$ cat config.mk
export PLATFORM = sky130hd
export DESIGN_NAME = ram_port_arbiter_flat
export DESIGN_NICKNAME = d
export VERILOG_FILES = /design/src/rtl/ram_port_arbiter_if.sv /design/src/rtl/ram_port_arbiter.sv /design/src/flat_wrapper.sv
export SDC_FILE = /design/constraint.sdc
export NUM_CORES = 1
export LEC_CHECK = 0
export CELL_PAD_IN_SITES_DETAIL_PLACEMENT = 1
export CELL_PAD_IN_SITES_GLOBAL_PLACEMENT = 2
export CORE_ASPECT_RATIO = 1.2
export CORE_MARGIN = 1
export CORE_UTILIZATION = 10
export CTS_BUF_LIST = sky130_fd_sc_hd__clkbuf_4 sky130_fd_sc_hd__clkbuf_8
export CTS_CLUSTER_SIZE = 12
export DETAILED_ROUTE_END_ITERATION = 10
export PLACE_DENSITY_LB_ADDON = 0.1
export RECOVER_POWER = 25
export REMOVE_ABC_BUFFERS = 1
export SLEW_MARGIN = 5
export SYNTH_ARGS = -nofsm -noshare
export SYNTH_HDL_FRONTEND = slang
export SYNTH_SLANG_ARGS = --single-unit
$ cat constraint.sdc
create_clock -name clk -period 1.65 [get_ports clk]
set_input_delay 0.33 -clock clk [delete_from_list [all_inputs] [get_ports clk]]
set_output_delay 0.33 -clock clk [all_outputs]
set_load 0.01 [all_outputs]
$ cat src/rtl/ram_port_arbiter_if.sv
// Bus between the two RAM requesters (core port C, loader port D), the RAM
// instance and the arbiter. The arbiter takes the slave view; requesters and RAM take master.
interface ram_port_arbiter_if #(
    parameter int ADDR_W = 12,
    parameter int DATA_W = 32
);
    logic              c_req;
    logic              c_we;
    logic [ADDR_W-1:0] c_addr;
    logic [DATA_W-1:0] c_wdata;
    logic              c_gnt;
    logic              c_rvalid;
    logic [DATA_W-1:0] c_rdata;
    logic              core_stall;

    logic              d_req;
    logic              d_we;
    logic              d_lock;
    logic [ADDR_W-1:0] d_addr;
    logic [DATA_W-1:0] d_wdata;
    logic              d_gnt;
    logic              d_rvalid;
    logic [DATA_W-1:0] d_rdata;

    logic [ADDR_W-1:0] ram_addr;
    logic [DATA_W-1:0] ram_wdata;
    logic              ram_store;
    logic              ram_load;
    logic [DATA_W-1:0] ram_rdata;

    modport slave (
        input  c_req, c_we, c_addr, c_wdata,
        input  d_req, d_we, d_lock, d_addr, d_wdata,
        input  ram_rdata,
        output c_gnt, c_rvalid, c_rdata, core_stall,
        output d_gnt, d_rvalid, d_rdata,
        output ram_addr, ram_wdata, ram_store, ram_load
    );

    modport master (
        output c_req, c_we, c_addr, c_wdata,
        output d_req, d_we, d_lock, d_addr, d_wdata,
        output ram_rdata,
        input  c_gnt, c_rvalid, c_rdata, core_stall,
        input  d_gnt, d_rvalid, d_rdata,
        input  ram_addr, ram_wdata, ram_store, ram_load
    );
endinterface

$ cat src/rtl/ram_port_arbiter.sv
// Single-RAM arbiter for core port C and loader port D with D burst locking.
// Define RAM_ARB_ROUND_ROBIN_EN for round-robin contention; otherwise C has fixed priority.
module ram_port_arbiter #(
    parameter int ADDR_W    = 12,
    parameter int DATA_W    = 32,
    parameter int MAX_BURST = 4
) (
    input logic               clk,
    input logic               rst,
    ram_port_arbiter_if.slave bus
);
    typedef enum logic {
        PORT_C = 1'b0,
        PORT_D = 1'b1
    } port_e;

    localparam logic [3:0] MAX_B = 4'(MAX_BURST);

    port_e       last_q, last_d;
    logic        locked_q, locked_d;
    logic [3:0]  bcnt_q, bcnt_d;
    logic        rd_pend_q, rd_pend_d;
    port_e       rd_port_q, rd_port_d;

    logic              c_win, d_win, any_win, win_we;
    logic [3:0]        bcnt_nxt;
    logic [ADDR_W-1:0] win_addr;
    logic [DATA_W-1:0] win_wdata;

    // NOTE: every always_comb output gets a default first so no path can infer a latch.
    always_comb begin
        c_win = 1'b0;
        d_win = 1'b0;
        if (!rst) begin
            if (locked_q && bus.d_req) begin
                d_win = 1'b1;
            end else if (bus.c_req && !bus.d_req) begin
                c_win = 1'b1;
            end else if (bus.d_req && !bus.c_req) begin
                d_win = 1'b1;
            end else if (bus.c_req && bus.d_req) begin
`ifdef RAM_ARB_ROUND_ROBIN_EN
                if (last_q == PORT_D) c_win = 1'b1;
                else                  d_win = 1'b1;
`else
                c_win = 1'b1;
`endif
            end
        end
    end

    always_comb begin
        any_win   = c_win | d_win;
        win_we    = d_win ? bus.d_we : bus.c_we;
        win_addr  = '0;
        win_wdata = '0;
        if (c_win) begin
            win_addr  = bus.c_addr;
            win_wdata = bus.c_wdata;
        end else if (d_win) begin
            win_addr  = bus.d_addr;
            win_wdata = bus.d_wdata;
        end
    end

    always_comb begin
        last_d    = last_q;
        locked_d  = locked_q;
        bcnt_d    = bcnt_q;
        bcnt_nxt  = locked_q ? bcnt_q + 4'd1 : 4'd1;
        rd_pend_d = any_win & ~win_we;
        rd_port_d = rd_port_q;

        if (c_win) last_d = PORT_C;
        if (d_win) last_d = PORT_D;
        if (any_win && !win_we) rd_port_d = d_win ? PORT_D : PORT_C;

        // Reaching MAX_BURST on the beat that opens the lock (MAX_BURST=1) never holds it.
        if (d_win && bus.d_lock) begin
            bcnt_d   = bcnt_nxt;
            locked_d = (bcnt_nxt != MAX_B);
        end else if (d_win || !bus.d_req) begin
            locked_d = 1'b0;
        end
    end

    // NOTE: state registers use non-blocking assignments so every flop samples pre-edge values.
    always_ff @(posedge clk) begin
        if (rst) begin
            last_q    <= PORT_D;
            locked_q  <= 1'b0;
            bcnt_q    <= 4'd0;
            rd_pend_q <= 1'b0;
            rd_port_q <= PORT_C;
        end else begin
            last_q    <= last_d;
            locked_q  <= locked_d;
            bcnt_q    <= bcnt_d;
            rd_pend_q <= rd_pend_d;
            rd_port_q <= rd_port_d;
        end
    end

    assign bus.c_gnt      = c_win;
    assign bus.d_gnt      = d_win;
    assign bus.core_stall = bus.c_req & ~c_win & ~rst;
    assign bus.ram_addr   = win_addr;
    assign bus.ram_wdata  = win_wdata;
    assign bus.ram_store  = any_win & win_we;
    assign bus.ram_load   = any_win & ~win_we;

    assign bus.c_rvalid = rd_pend_q & ~rst & (rd_port_q == PORT_C);
    assign bus.d_rvalid = rd_pend_q & ~rst & (rd_port_q == PORT_D);
    assign bus.c_rdata  = bus.c_rvalid ? bus.ram_rdata : '0;
    assign bus.d_rdata  = bus.d_rvalid ? bus.ram_rdata : '0;
endmodule
$ cat src/flat_wrapper.sv
// flat-port wrapper written by rule: the top's interface ports become plain ports
module ram_port_arbiter_flat 
#(
    parameter int ADDR_W    = 12,
    parameter int DATA_W    = 32,
    parameter int MAX_BURST = 4
)
  (clk, rst, bus_c_req, bus_c_we, bus_c_addr, bus_c_wdata, bus_d_req, bus_d_we, bus_d_lock, bus_d_addr, bus_d_wdata, bus_ram_rdata, bus_c_gnt, bus_c_rvalid, bus_c_rdata, bus_core_stall, bus_d_gnt, bus_d_rvalid, bus_d_rdata, bus_ram_addr, bus_ram_wdata, bus_ram_store, bus_ram_load);
  ram_port_arbiter_if #(.ADDR_W(ADDR_W), .DATA_W(DATA_W)) bus_i ();
  input logic clk;
  input logic rst;
  input wire logic [$bits(bus_i.c_req)-1:0] bus_c_req;
  input wire logic [$bits(bus_i.c_we)-1:0] bus_c_we;
  input wire logic [$bits(bus_i.c_addr)-1:0] bus_c_addr;
  input wire logic [$bits(bus_i.c_wdata)-1:0] bus_c_wdata;
  input wire logic [$bits(bus_i.d_req)-1:0] bus_d_req;
  input wire logic [$bits(bus_i.d_we)-1:0] bus_d_we;
  input wire logic [$bits(bus_i.d_lock)-1:0] bus_d_lock;
  input wire logic [$bits(bus_i.d_addr)-1:0] bus_d_addr;
  input wire logic [$bits(bus_i.d_wdata)-1:0] bus_d_wdata;
  input wire logic [$bits(bus_i.ram_rdata)-1:0] bus_ram_rdata;
  output wire logic [$bits(bus_i.c_gnt)-1:0] bus_c_gnt;
  output wire logic [$bits(bus_i.c_rvalid)-1:0] bus_c_rvalid;
  output wire logic [$bits(bus_i.c_rdata)-1:0] bus_c_rdata;
  output wire logic [$bits(bus_i.core_stall)-1:0] bus_core_stall;
  output wire logic [$bits(bus_i.d_gnt)-1:0] bus_d_gnt;
  output wire logic [$bits(bus_i.d_rvalid)-1:0] bus_d_rvalid;
  output wire logic [$bits(bus_i.d_rdata)-1:0] bus_d_rdata;
  output wire logic [$bits(bus_i.ram_addr)-1:0] bus_ram_addr;
  output wire logic [$bits(bus_i.ram_wdata)-1:0] bus_ram_wdata;
  output wire logic [$bits(bus_i.ram_store)-1:0] bus_ram_store;
  output wire logic [$bits(bus_i.ram_load)-1:0] bus_ram_load;
  assign bus_i.c_req = bus_c_req;
  assign bus_i.c_we = bus_c_we;
  assign bus_i.c_addr = bus_c_addr;
  assign bus_i.c_wdata = bus_c_wdata;
  assign bus_i.d_req = bus_d_req;
  assign bus_i.d_we = bus_d_we;
  assign bus_i.d_lock = bus_d_lock;
  assign bus_i.d_addr = bus_d_addr;
  assign bus_i.d_wdata = bus_d_wdata;
  assign bus_i.ram_rdata = bus_ram_rdata;
  assign bus_c_gnt = bus_i.c_gnt;
  assign bus_c_rvalid = bus_i.c_rvalid;
  assign bus_c_rdata = bus_i.c_rdata;
  assign bus_core_stall = bus_i.core_stall;
  assign bus_d_gnt = bus_i.d_gnt;
  assign bus_d_rvalid = bus_i.d_rvalid;
  assign bus_d_rdata = bus_i.d_rdata;
  assign bus_ram_addr = bus_i.ram_addr;
  assign bus_ram_wdata = bus_i.ram_wdata;
  assign bus_ram_store = bus_i.ram_store;
  assign bus_ram_load = bus_i.ram_load;
  ram_port_arbiter #(.ADDR_W(ADDR_W), .DATA_W(DATA_W), .MAX_BURST(MAX_BURST)) u_core (.clk(clk), .rst(rst), .bus(bus_i));
endmodule
# Yosys cells after proc, flatten, opt, wreduce, memory -nomap -nowiden
# Cells that the tools add are included.
# W data, S select, Z words.
dict set report word_totals {
  register_bits 7
  latchBits 0
  mem_bits_rw 0
  romBits 0
  in_bits 127
  wordCells 49
  mem_count 0
}
dict set report op_classes {
  addsub 1
  mul 0
  div_mod_pow 0
  n_lt_le_gt_ge 0
  n_eq_ne 1
  shifts 0
  mux 20
  bitwise 12
  reduce_logical 11
}
# op count
set op_table {}
lappend op_table {{$mux W32} 4}
lappend op_table {{$mux W12} 2}
lappend op_table {{$mux W1} 13}
lappend op_table {{$and A1 B1 Y1} 7}
lappend op_table {{$logic_and A1 B1 Y1} 6}
lappend op_table {{$add A4 B1 Y4 const B} 1}
lappend op_table {{$mux W4} 1}
lappend op_table {{$ne A4 B3 Y1 const B} 1}
lappend op_table {{$not A1 Y1} 4}
lappend op_table {{$logic_not A1 Y1} 3}
lappend op_table {{$reduce_bool A2 Y1} 1}
lappend op_table {{$logic_or A1 B1 Y1} 1}
lappend op_table {{$or A1 B1 Y1} 1}

# Logic depth before layout (Yosys ltp)
# Gate-level depths: netlist of run 1.
dict set report depth {
  ltp_word 9
  depth_mapped 5
  depth_no_buf 4
}

# Worst setup path before layout of run 1
# No wires, ideal clock.
dict set report synth_timing {
  path_kind {in2out}
  from {in rst}
  to {out bus_ram_wdata[22]}
  arrival_ps 1201
  t_required_ps 1320
  slack_ps 119
  path_stages 5
  n_path_buf 2
  path_cell_list {buf_2 > nand2b_4 > a21oi_4 > buf_4 > a22o_1}
}
# item line_no
set synth_lines {}
lappend synth_lines {{from (decl)} flat_wrapper.sv:11} ;# input logic rst;
lappend synth_lines {{$mux W1} ram_port_arbiter.sv:34} ;# if (!rst) begin
lappend synth_lines {{named net bus_c_gnt} flat_wrapper.sv:22} ;# output wire logic [$bits(bus_i.c_gnt)-1:0] bus_c_gnt;
lappend synth_lines {{$mux W32} ram_port_arbiter.sv:57} ;# if (c_win) begin
lappend synth_lines {{to (decl)} flat_wrapper.sv:30} ;# output wire logic [$bits(bus_i.ram_wdata)-1:0] bus_ram_wdata;
# The timed path passes the listed nets, and every way through them passes these cells.

# Worst setup path after layout of run 1
dict set report layout_timing {
  from {reg u_core.locked_q}
  to {out bus_ram_addr[6]}
}
dict set report layout_via {
  elab_chain_cells 5
}
# item line_no
set layout_rtl {}
lappend layout_rtl {{from (decl)} ram_port_arbiter.sv:20} ;# logic locked_q, locked_d;
lappend layout_rtl {{from (signal assigned)} ram_port_arbiter.sv:97} ;# locked_q <= locked_d;
lappend layout_rtl {{$logic_and A1 B1 Y1 (*)} ram_port_arbiter.sv:35} ;# if (locked_q && bus.d_req) begin
lappend layout_rtl {{$mux W1} ram_port_arbiter.sv:35}
lappend layout_rtl {{$mux W1} ram_port_arbiter.sv:34}
lappend layout_rtl {{$mux W12} ram_port_arbiter.sv:60} ;# end else if (d_win) begin
lappend layout_rtl {{$mux W12 (*)} ram_port_arbiter.sv:57}
lappend layout_rtl {{to (decl)} flat_wrapper.sv:29} ;# output wire logic [$bits(bus_i.ram_addr)-1:0] bus_ram_addr;
# Every way passes the cells marked *; elsewhere a longest branch is shown, timed or not.

==> results of run 1 <==
-- synth_stat cells (all sizes together) (2+ instances only) --
cell type,instances,area (µm²)
inv,3,11.3
nor2,4,31.3
o21ai,3,15.0
dfxtp,7,140
o31ai,2,15.0
a21oi,5,36.3
and3b,2,17.5
and2,64,400
clkbuf,4,15.0
buf,13,113
nand4,3,18.8
nand3,3,15.0
a22o,44,385
a31oi,2,12.5
nand2b,3,33.8
nor2b,3,18.8
-- layout make-up --
type	count	area, µm²
Fill cell	1523	8470
Tap cell	168	210
Sequential cell	7	146
Clock buffer	4	48.8
Multi-Input combinational cell	150	1290
Timing Repair Buffer	302	3180
Inverter	3	11.3
-- report_power, final --
part | internal (W) | switching [W]
Sequential | 0.000173 | 0.00000460
Combinational | 0.000599 | 0.000314
Clock | 0.000186 | 0.000102
Total | 0.000958 | 0.000421
-- what timing repair did --
action                     CTS  global route
cloned                      11             1
setup endpoints to repair  116           112
resized for setup          581            89
pin swaps                   42            44
setup buffers               28             1
-- stage by stage --
stage                     total power, W  TNS [ps]  cells  hold WS [ps]  utilization
final                            0.00138     -8640    634           442        0.366
after global routing             0.00145    -12900    634           460        0.366
after CTS                        0.00134     -8870    633           473        0.340
after detailed placement        0.000983    -89850    590           486        0.308
after global placement          0.000982    -87530    590           485        0.308
after floorplan                 0.000378     -4540    160           399            -
-- cells by family after synthesis --
family	after synthesis	share of synthesized area
AND/OR/NAND/NOR	87	0.415
AO/OA/AOI/OAI	60	0.362
buffers and inverters	20	0.100
flip-flops	7	0.101
XOR/XNOR	2	0.0126
adder cells (fa/ha/maj)	1	0.00902
-- worst min-delay path by stage --
stage | endpoint | slack [ps]
5_1_grt | u_core.rd_port_q | 460
4_1_cts | u_core.rd_port_q | 470
6_report | u_core.rd_port_q | 440
2_1_floorplan | u_core.bcnt_q[1] | 400
3_3_place_gp | u_core.bcnt_q[1] | 490
3_5_place_dp | u_core.bcnt_q[1] | 490
-- worst register-to-register path: stages (launching register included) --
cell and delay [ps]:
dfxtp_2 340, buf_6 110, buf_4 130, nand2_1 80
or4_1 460, a31oi_1 170
-- flip-flops by register name (all words and copies together), names as in the netlist --
name,flops
u_core.rd_port_q,1
u_core.bcnt_q,4
u_core.rd_pend_q,1
u_core.locked_q,1
-- metal layers --
metal / vias up / part of all wire / track usage
li1: 1238 / - / -
met1: 1199 / 0.31 / 0.145
met2: 180 / 0.56 / 0.310
met3: 12 / 0.11 / 0.0437
met4: 2 / 0.014 / 0.0282
met5: - / 0.0011 / 0
==> metrics.md, run 1 <==
| Metric | Value |
|---|---|
| Status | finished with violations |
| Failing checks | setup timing |
| Cts bufs inserted | 3 |
| Avg Inst Size Synth | 7.83 µm² |
| DPL Wire Length | 8200 µm |
| Synth unique cells | 34 |
| Clk Latency, worst-skew pair | 240 ps |
| H-Tree Level Count | 1 |
| Peak VDD IR | 0.184 mV |
| Min Tclk post-route | 1860 ps |
| Hold path cells | 3 |
| Setup slack at placement | -892 ps |
| Sinks on Clock Net | 7 |
| Die X | 109 µm |
| GR Overflow Total | 0 |
| Cell family contributing the most delay on the critical path | buffers and inverters |
| DR vias/cell | 4.15 |
| Final GP Congestion | 0.705 |
| Hold path startpoint | rst |
| Sequential fraction of the synthesis area | 0.101 |
| CTS clk-pin slew, worst paths | 50 ps |
| Fin. max-slew vios | 0 |
| Die outline area | 14,300 µm² |
| Max Clk Rate | 0.539 GHz |
| Final net count | 595 |
| WL final | 11,700 µm |
| Number of port buffers | 241 |
| Pleak | 2.26 nW |
| Unrepaired setup endpoints after global routing | yes |
| Pin count of the biggest net entering global routing | 17 |
| Ys Warns | 0 |
| DP Area | 4110 µm² |
| Wire length per cell | 18.5 µm |
| R2r endpoint | u_core.bcnt_q[3] |
| Ports | 242 |
| Final Hold Vio Count | 0 |
| WP buf/inv | 3 |
| Global-route wire length before repair | 16,000 µm |
| Setup-failing EPs final | 91 |
| Die outline height | 131 µm |
| Capturing element type of the critical path | output pin |
| DRT antenna net count | 0 |
| # DRC | 0 |
| Worst slew margin | 0.723 |
| FFs w/ async S/R, synth | 0 |
| Commonest cells after routing, fill and taps aside | 123 x clkdlybuf4s50_1, 94 x buf_6, 63 x and2_4 |
| Max Cap Viol | 0 |
| Area Growth Syn to Fin | 253% |
| Critical path origin | u_core.locked_q |
| # diodes | 0 |
| Root Driver | clkbuf_8 |
| Post-Syn Instances | 177 |
| Tot GR Track Use | 0.150 |
| Design area | 4890 µm² |
| Via count | 2,631 |
| Final worst slack | -205 ps |
| Max clock buf depth | 2 |
| Row count | 46 |
| Initial antenna violation count | 1 |
| Worst Path Arrival | 1530 ps |
| Iter 0 DRT Violations | 56 |
| Critical Path End | bus_ram_addr[6] |
| FF-to-FF setup slack | 280 ps |
| Layout cell share with drive strength beyond 1 | 0.556 |
| Synth Cell Area | 1390 µm² |
| Critical Path Source Type | register |
| Tightest Hold Check Type | primary input to register |
| Final period util | 1.12 |
| Vias in the first global route | 2,819 |
| Total core area | 13,400 µm² |
| Post-synth EDFFs | 0 |
| Max FO, Critical Path | 7 |
| Crit path kind | register to output pin |
| Initial cell density of the core | 0.104 |
| CTS tree | done |
| Clock skew | 9.77 ps |
| TritonRoute pass-1 iters | 3 |
| FF+latch count, synth | 7 |
| Slowest cell on crit path | dfxtp_2 |
| Commonest non-fill, non-tap cell in the layout | clkdlybuf4s50_1 |
| Worst-margin pin slew | 411 ps |
| CP max stage delay | 320 ps |
| Power Dens Cells | 282 nW/µm² |
| FF-to-FF path depth | 5 |
| RR Startpoint | u_core.locked_q |
| CP required | 1320 ps |
| CTS Hold Bufs | 0 |
| Top FF cell, synth | dfxtp_1 |
| Crit-path cells | and2b_4 -> nor2_8 -> buf_12 -> buf_8 -> a22o_1 -> buf_2 |
| CP Depth | 6 |
No activity file was read; power rests on OpenSTA's default activity.
==> inputs of run 2 (changes only) <==
Settings changed: CAP_MARGIN set to 20.
==> results of run 2 <==
The final DEF is identical to that of run 1; final timing and power are the same.
